**src/rtl/seg_display_ctrl.sv**
```systemverilog
// Multiplexed seven-segment display controller: latches a hex or decimal
// image of a loaded value and scans it across DIGITS active-low digits.
module seg_display_ctrl #(
   parameter int DIGITS      = 4,
   parameter int DATA_W      = 8,
   parameter int REFRESH_DIV = 50000
) (
   input  logic              clk,
   input  logic              rst,
   input  logic [DATA_W-1:0] value,
   input  logic              load,
   input  logic              mode,
   input  logic              signed_en,
   input  logic              blank_lz,
   output logic              busy,
   output logic              overflow,
   output logic [6:0]        display,
   output logic [DIGITS-1:0] digit_select
);

   localparam int BCD_N = DATA_W / 3 + 1;
   localparam int SRC_N = (BCD_N > DIGITS) ? BCD_N : DIGITS;
   localparam int IW    = (DIGITS > 1) ? $clog2(DIGITS) : 1;
   localparam int PW    = (REFRESH_DIV > 1) ? $clog2(REFRESH_DIV) : 1;
   localparam int CW    = $clog2(DATA_W + 1);

   localparam logic [6:0] SEG_BLANK = 7'b1111111;
   localparam logic [6:0] SEG_MINUS = 7'b0111111;
   localparam logic [6:0] SEG_E     = 7'b0000110;

   if (DIGITS * 4 < DATA_W || DIGITS < 2 || DIGITS > 8 ||
       DATA_W < 4 || DATA_W > 16 || REFRESH_DIV < 2) begin : g_bad_params
      $error("seg_display_ctrl: illegal parameter combination");
   end

   typedef enum logic [1:0] {IDLE, CONVERT, LATCH} state_t;

   state_t                state_q, state_d;
   logic [DATA_W-1:0]     val_q;
   logic [BCD_N*4-1:0]    bcd_q, bcd_adj;
   logic [CW-1:0]         cnt_q;
   logic                  mode_q, neg_q, blank_q;
   logic                  is_neg;
   logic [DATA_W-1:0]     mag;
   logic [SRC_N*4-1:0]    src;
   int                    nd;
   logic                  img_ovf;
   logic [DIGITS*7-1:0]   img, digs_q;
   logic [PW-1:0]         pre_q;
   logic [IW-1:0]         idx_q;
   int                    sel_base;

   function automatic logic [6:0] seg_of(input logic [3:0] n);
      case (n)
         4'h0: seg_of = 7'b1000000;
         4'h1: seg_of = 7'b1111001;
         4'h2: seg_of = 7'b0100100;
         4'h3: seg_of = 7'b0110000;
         4'h4: seg_of = 7'b0011001;
         4'h5: seg_of = 7'b0010010;
         4'h6: seg_of = 7'b0000010;
         4'h7: seg_of = 7'b1111000;
         4'h8: seg_of = 7'b0000000;
         4'h9: seg_of = 7'b0010000;
         4'hA: seg_of = 7'b0001000;
         4'hB: seg_of = 7'b0000011;
         4'hC: seg_of = 7'b1000110;
         4'hD: seg_of = 7'b0100001;
         4'hE: seg_of = 7'b0000110;
         default: seg_of = 7'b0001110;
      endcase
   endfunction

   always_comb begin
      state_d = state_q;
      busy    = 1'b1;
      case (state_q)
         IDLE: begin
            busy = 1'b0;
            if (load) state_d = mode ? CONVERT : LATCH;
         end
         CONVERT: if (cnt_q == CW'(DATA_W - 1)) state_d = LATCH;
         LATCH:   state_d = IDLE;
         default: state_d = IDLE;
      endcase
   end

   // The most negative input's magnitude (2^(DATA_W-1)) is still exact as an
   // unsigned DATA_W-bit number, so the negation needs no extra storage bit.
   assign is_neg = mode & signed_en & value[DATA_W-1];
   assign mag    = (~value) + DATA_W'(1);

   always_comb begin
      bcd_adj = bcd_q;
      for (int j = 0; j < BCD_N; j++) begin
         if (bcd_q[j*4 +: 4] >= 4'd5) bcd_adj[j*4 +: 4] = bcd_q[j*4 +: 4] + 4'd3;
      end
   end

   always_ff @(posedge clk or posedge rst) begin
      if (rst) begin
         state_q <= IDLE;
         val_q   <= '0;
         bcd_q   <= '0;
         cnt_q   <= '0;
         mode_q  <= 1'b0;
         neg_q   <= 1'b0;
         blank_q <= 1'b0;
      end else begin
         state_q <= state_d;
         if (state_q == IDLE && load) begin
            mode_q  <= mode;
            neg_q   <= is_neg;
            blank_q <= blank_lz;
            val_q   <= is_neg ? mag : value;
            bcd_q   <= '0;
            cnt_q   <= '0;
         end else if (state_q == CONVERT) begin
            bcd_q <= (bcd_adj << 1) | {{(BCD_N*4-1){1'b0}}, val_q[DATA_W-1]};
            val_q <= val_q << 1;
            cnt_q <= cnt_q + 1'b1;
         end
      end
   end

   // Image of the converted value; only sampled into digs_q in LATCH.
   always_comb begin
      src = '0;
      if (mode_q) src[BCD_N*4-1:0] = bcd_q;
      else        src[DATA_W-1:0]  = val_q;
      nd = 1;
      for (int i = 0; i < SRC_N; i++) begin
         if (src[i*4 +: 4] != 4'd0) nd = i + 1;
      end
      img_ovf = mode_q && ((nd + (neg_q ? 1 : 0)) > DIGITS);
      img = '1;
      for (int i = 0; i < DIGITS; i++) begin
         if (img_ovf)
            img[i*7 +: 7] = SEG_E;
         else if (i < nd)
            img[i*7 +: 7] = seg_of(src[i*4 +: 4]);
         else if (neg_q && (blank_q ? (i == nd) : (i == DIGITS - 1)))
            img[i*7 +: 7] = SEG_MINUS;
         else if (blank_q)
            img[i*7 +: 7] = SEG_BLANK;
         else
            img[i*7 +: 7] = seg_of(src[i*4 +: 4]);
      end
   end

   always_ff @(posedge clk or posedge rst) begin
      if (rst) begin
         digs_q   <= {DIGITS{SEG_BLANK}};
         overflow <= 1'b0;
      end else if (state_q == LATCH) begin
         digs_q   <= img;
         overflow <= img_ovf;
      end
   end

   assign sel_base = int'(idx_q) * 7;

   // Segment and select outputs are both registered from idx_q so they
   // always describe the same digit.
   always_ff @(posedge clk or posedge rst) begin
      if (rst) begin
         pre_q        <= '0;
         idx_q        <= '0;
         display      <= SEG_BLANK;
         digit_select <= ~DIGITS'(1);
      end else begin
         if (pre_q == PW'(REFRESH_DIV - 1)) begin
            pre_q <= '0;
            idx_q <= (idx_q == IW'(DIGITS - 1)) ? '0 : idx_q + 1'b1;
         end else begin
            pre_q <= pre_q + 1'b1;
         end
         display      <= digs_q[sel_base +: 7];
         digit_select <= ~(DIGITS'(1) << idx_q);
      end
   end

endmodule

```
**config.mk**
```make
export PLATFORM = sky130hd
export DESIGN_NAME = seg_display_ctrl
export DESIGN_NICKNAME = d
export VERILOG_FILES = /design/src/rtl/seg_display_ctrl.sv
export SDC_FILE = /design/constraint.sdc
export NUM_CORES = 1
export LEC_CHECK = 0
export BUFFER_PORTS_ARGS = -buffer_cell sky130_fd_sc_hd__buf_4
export CORE_MARGIN = 1.5
export CORE_UTILIZATION = 56
export CTS_CLUSTER_SIZE = 16
export DETAILED_ROUTE_END_ITERATION = 10
export GPL_TIMING_DRIVEN = 0
export PLACE_DENSITY = 0.82
export SLEW_MARGIN = 20
export SYNTH_ARGS = -nofsm -noshare
export SYNTH_HDL_FRONTEND = slang
export SYNTH_SLANG_ARGS = --single-unit
export TNS_END_PERCENT = 5
```
**constraint.sdc**
```tcl
create_clock -name clk -period 2.9 [get_ports clk]
set_clock_uncertainty 0.1 [all_clocks]
set_input_delay 0.58 -clock clk [delete_from_list [all_inputs] [get_ports clk]]
set_output_delay 0.58 -clock clk [all_outputs]
set_load 0.02 [all_outputs]
```
==> out/results.tsv, run 1 <==
metric	value	unit
cp-start-kind	register	
grt-ovfl-total	0	
setup.worst_path.end	digs_q[19]	
drive_gt1_share	22.5	%
crit_path_cell_trace	buf_6 > buf_12 > buf_2 > nand2_1 > ha_1 > and3_1 > clkbuf_1 > a2111oi_0 > nor2_1	
hold_path_class	in2async	
gr-usage-all-layers	23.9	%
cts.reportedPaths.clkPinSlew	0.09	ns
antenna_found_initial	0	
place_congestion	0.966	
synth_fa_ha_area_share	8.22	%
insertion_delay	0.36	ns
layoutNonFillerInstCount	633	
synth_flop_cell	dfrtp_1	
wl	10.1	mm
vias	3710	
row_count	33	
crit_start	mode_q	
dp_cells	617	
tightest_slew	1.02	ns
reg2reg_from	mode_q	
yosysTopAreaCell	dfrtp_1	
post-route-period-util	86.6	%
synth.area.mux_share	10.9	%
start_util	58.7	%
ir_worst_vdd	0.507	mV
run_status	finished clean	
fin_nets	569	
fp.dieH	96.3	um
ioPinCount	27	
synth_nets	531	
synthSimpleGateAreaFrac	16.0	%
synth_common_cells	nand2_1 (51), dfrtp_1 (49), nor2_1 (38)	
ff2ff_path_depth	9	
fmax	398	MHz
slowest_delay	0.55	ns
cp_slowest_cell	a2111oi_0	
cts_tree	done	
cts_buffers	9	
fin_ws	0.389	ns
crit_required	3.08	ns
synth_compound_area_share	12.9	%
rr_endpoint	digs_q[19]	
grt_setup_unrepaired	false	
finalPower	5.28	mW
synth.lib_cells_used.distinct	58	
drc	0	
period_minus_slack	2.51	ns
fin_area	5440	sq um
syn_avg_cell_area	10.0	sq um
dieArea	9260	sq um
synth_xor_area_share	3.96	%
grt_pass1_wl	16.9	mm
antenna_cells	0	
drtAntennaViolNets	0	
dr.pass1.iters	5	
pre_cts_ws	0.466	ns
post-route-util	65.5	%
place_area	5230	sq um
power_density	972	nW/um^2
drv_cap	0	
ys_seq_elements	82	
yosysSeqAreaShare	43.0	%
max_slew_margin	31.9	%
htreeDepth	3	
cts_setup_buffers	0	
drtIter0Drc	166	
synth_area_leaders	dfrtp_1 (25%), dfstp_2 (18%), ha_1 (8.2%)	
synthArstFlopShare	100	%
yosys.cell_count.top_type	nand2_1	
cts.path.max_buffers	2	
hpwlAfterDp	7.54	mm
synth_area	4870	sq um
final-hold-violation-count	0	
hold_buffers	0	
path_class	reg2reg	
core_region_area	8300	sq um
fin_setup_tns	0	ns
crit_fanout	10	
whs	0.0707	ns
cts_resized	0	
endpoint_kind	register	
netlist.area_leader.share	25.2	%
arrival	2.69	ns
area_growth_syn_to_layout	11.7	%
dieWidth	96.3	um
grt_max_degree	61	
synthCells	485	
cts.sinks	82	
p_leak	2.38	nW
numPortBuffers	26	
final-setup-viol-count	0	
wire_per_inst	16.0	um
slew_violations	0	
clockRootBuffer	clkbuf_8	
synth_top_family_by_area	simple AND/OR/NAND/NOR gates	
routed_via_density	5.86	
r2r_setup_slack	0.39	ns
synth_edf_count	0	
yosys_warnings	0	
grt_pass1_vias	3535	
placed cells by master (no fill, tap or decap), types with 13 or more instances in the layout:
cell type,synthesis,routed
inv_1,31,30
nand2_1,51,51
mux2i_1,13,13
buf_4,1,27
o21ai_0,33,33
ha_1,32,32
dfrtp_1,49,49
xnor2_1,15,15
nand3_1,20,20
nor2_1,38,38
dfstp_2,33,33
where the power goes:
part / internal, mW / switching [mW] / total (mW)
Combinational: 1.04 / 1.39 / 2.43
Sequential: 1.64 / 0.325 / 1.97
Clock: 0.456 / 0.424 / 0.880
Total: 3.14 / 2.14 / 5.28
cell type report:
cell class / count / area [sq um]
Fill cell: 630 / 2860
Multi-Input combinational cell: 349 / 2530
Sequential cell: 82 / 2090
Timing Repair Buffer: 27 / 223
Clock buffer: 11 / 153
Tap cell: 105 / 131
Buffer: 23 / 129
Inverter: 31 / 119
Clock inverter: 5 / 58.8
worst min path at each step:
stage | slack (ns) | end | startpoint
CTS | 0.07 | pre_q[3] | rst
global placement | 0.36 | digs_q[20] | digs_q[20]
detailed placement | 0.37 | pre_q[0] | pre_q[0]
finish | 0.07 | pre_q[3] | rst
floorplan | 0.34 | pre_q[15] | pre_q[15]
global route | 0.09 | pre_q[3] | rst
critical path: cells and delay by family, from the launching register on:
kind                       cells  cell delay [ns]
AOI/OAI and AO/OA              1             0.55
adders and majority gates      1             0.28
buffers and inverters          4             0.70
DFF                            1             0.36
and+or+nand+nor                3             0.43
flip-flops by register name, summed over array words and instances (netlist names), 4 cells and up:
signal / flops
digs_q: 23
pre_q: 16
bcd_q: 12
val_q: 8
display: 7
cnt_q: 4
digit_select: 4
logic make-up (layout without fill, tap and decap cells):
family / count (synthesis) / in the layout
adders and majority gates: 32 / 32
and+or+nand+nor: 162 / 162
DFF: 82 / 82
xor gates and xnor gates: 22 / 22
muxes: 37 / 37
buffers and inverters: 54 / 97
AOI/OAI and AO/OA: 96 / 96
layer usage:
layer | part of all wire (%) | vias to the layer above | GRT usage (%)
li1 | - | 1790 | -
met4 | 1.8 | 0 | 9.56
met5 | 0 | - | 0
met2 | 50 | 117 | 39.1
met3 | 3.9 | 19 | 4.66
met1 | 45 | 1784 | 31.0
Note: power is estimated with default switching activity, not from simulation.
==> run 2, diff against run 1 <==
CELL_PAD_IN_SITES_DETAIL_PLACEMENT = 1   (was unset)
CELL_PAD_IN_SITES_GLOBAL_PLACEMENT = 1   (was unset)
CORE_UTILIZATION = 49   (was 56)
PLACE_DENSITY = 0.89   (was 0.82)
==> run 2 against run 1 <==
Against the previous run:
- sequential share of layout area decreased by 0.11 points
- routed wire length increased by 13%
- register-to-register slack about the same
- highest routed layer unchanged
- sequential power about the same
- critical path type unchanged
- largest cell class unchanged
- critical endpoint unchanged
- first-iteration DRC count decreased by 1.8%
- clock power decreased by 4.5%
==> out/results.tsv, run 2 (synthesis results as in run 1) <==
metric	value	unit
area_growth_syn_to_layout	12.0	%
antenna_cells	0	
p_leak	2.37	nW
post-route-period-util	86.5	%
layoutNonFillerInstCount	661	
largest_register_ffs	23	
grt_use_met2	42.4	%
place_congestion	0.875	
hold_path_class	in2async	
fmax	399	MHz
numPortBuffers	26	
tightest_slew	0.967	ns
regMostFlops	digs_q	
grt_pass1_wl	19.4	mm
drc	0	
start_util	50.3	%
cts_resized	0	
row_count	36	
htreeDepth	3	
gr-usage-all-layers	24.0	%
endpoint_kind	register	
grt-ovfl-total	0	
path_class	reg2reg	
dp_cells	645	
layout_commonest_cell	nand2_1	
dr.pass1.iters	4	
core_region_area	9680	sq um
grt_max_degree	58	
max_slew_margin	35.4	%
cts.sinks	82	
crit_required	3.10	ns
cts.reportedPaths.clkPinSlew	0.09	ns
slew_violations	0	
finalPower	5.29	mW
wl	11.4	mm
gr-max-usage-layer	met2	
dieArea	10500	sq um
cp-start-kind	register	
run_status	finished clean	
insertion_delay	0.38	ns
use_met3	6.64	%
cts_setup_buffers	0	
hpwlAfterDp	8.70	mm
arrival	2.71	ns
period_minus_slack	2.51	ns
final-hold-violation-count	0	
n_fill_cell	1088	
ioPinCount	27	
wire_per_inst	17.2	um
dieWidth	103	um
hold_buffers	0	
power_density	970	nW/um^2
drtIter0Drc	163	
grt_setup_unrepaired	false	
fp.dieH	103	um
reg_top3	digs_q (23), pre_q (16), bcd_q (12)	
crit_fanout	10	
cts_buffers	9	
fin_nets	569	
final_cell_mix	nand2_1 (51), dfrtp_1 (49), nor2_1 (38), o21ai_0 (33), dfstp_2 (33)	
cts_tree	done	
cts.path.max_buffers	2	
drtAntennaViolNets	0	
final-setup-viol-count	0	
grt_pass1_vias	3937	
met1_usage	28.8	%
ir_worst_vdd	0.560	mV
antenna_found_initial	0	
drv_cap	0	
clockRootBuffer	clkbuf_8	
vias	3702	
routed_via_density	5.60	
drive_gt1_share	22.5	%
-- run 2: cell count changes in the layout (fill, tap and decap cells not counted) --
cell,before,now
clkinv_2,1,2
clkbuf_16,1,0
-- run 2: layout make-up --
class,instances,area [sq um],share of cell area (%)
Clock inverter,6,63.8,1.17
Timing Repair Buffer,27,223,4.08
Inverter,31,119,2.18
Tap cell,133,166,3.05
Buffer,23,129,2.36
Clock buffer,10,128,2.34
Multi-Input combinational cell,349,2530,46.4
Sequential cell,82,2090,38.4
-- run 2: worst paths after layout --
path	start	end	slack [ns]	depth (start not counted)
hold reg to reg	digs_q[20]	digs_q[20]	0.38	2
max in group asynchronous	rst	display[2]	1.97	3
setup reg to reg	mode_q	digs_q[19]	0.39	9
min in group clk	mode	state_q[1]	0.31	2
setup / recovery	mode_q	digs_q[19]	0.39	9
hold / removal	rst	pre_q[15]	0.08	2
-- run 2: power by group --
group	switching, mW	leakage [nW]	internal [mW]	total (mW)
Combinational	1.42	1.28	1.04	2.46
Clock	0.439	0.101	0.402	0.840
Sequential	0.340	0.988	1.65	1.99
-- run 2: critical path: stages (launching register included) --
cell and delay [ns]:
dfrtp_1 0.35, buf_6 0.18, buf_12 0.16, buf_2 0.22, nand2_1 0.18, ha_1 0.30, and3_1 0.18, clkbuf_1 0.15
a2111oi_0 0.54, nor2_1 0.08
-- run 2: metrics by stage --
step / TNS (ns) / utilization [%] / instance area (sq um) / hold WS [ns] / setup WS, ns
after floorplan: 0 / - / 4870 / 0.341 / 0.166
after global placement: -38.20 / 54.0 / 5230 / 0.359 / -0.780
after detailed placement: 0 / 54.3 / 5260 / 0.364 / 0.397
after CTS: 0 / 56.3 / 5450 / 0.0689 / 0.394
after global routing: 0 / 56.3 / 5450 / 0.0742 / 0.235
final: 0 / 56.3 / 5450 / 0.0757 / 0.392
-- run 2: per-layer routing --
metal,part of all wire (%),vias to the layer above
met3,3.2,12
met4,1.3,0
li1,-,1782
met5,0,-
met1,44,1849
met2,52,59
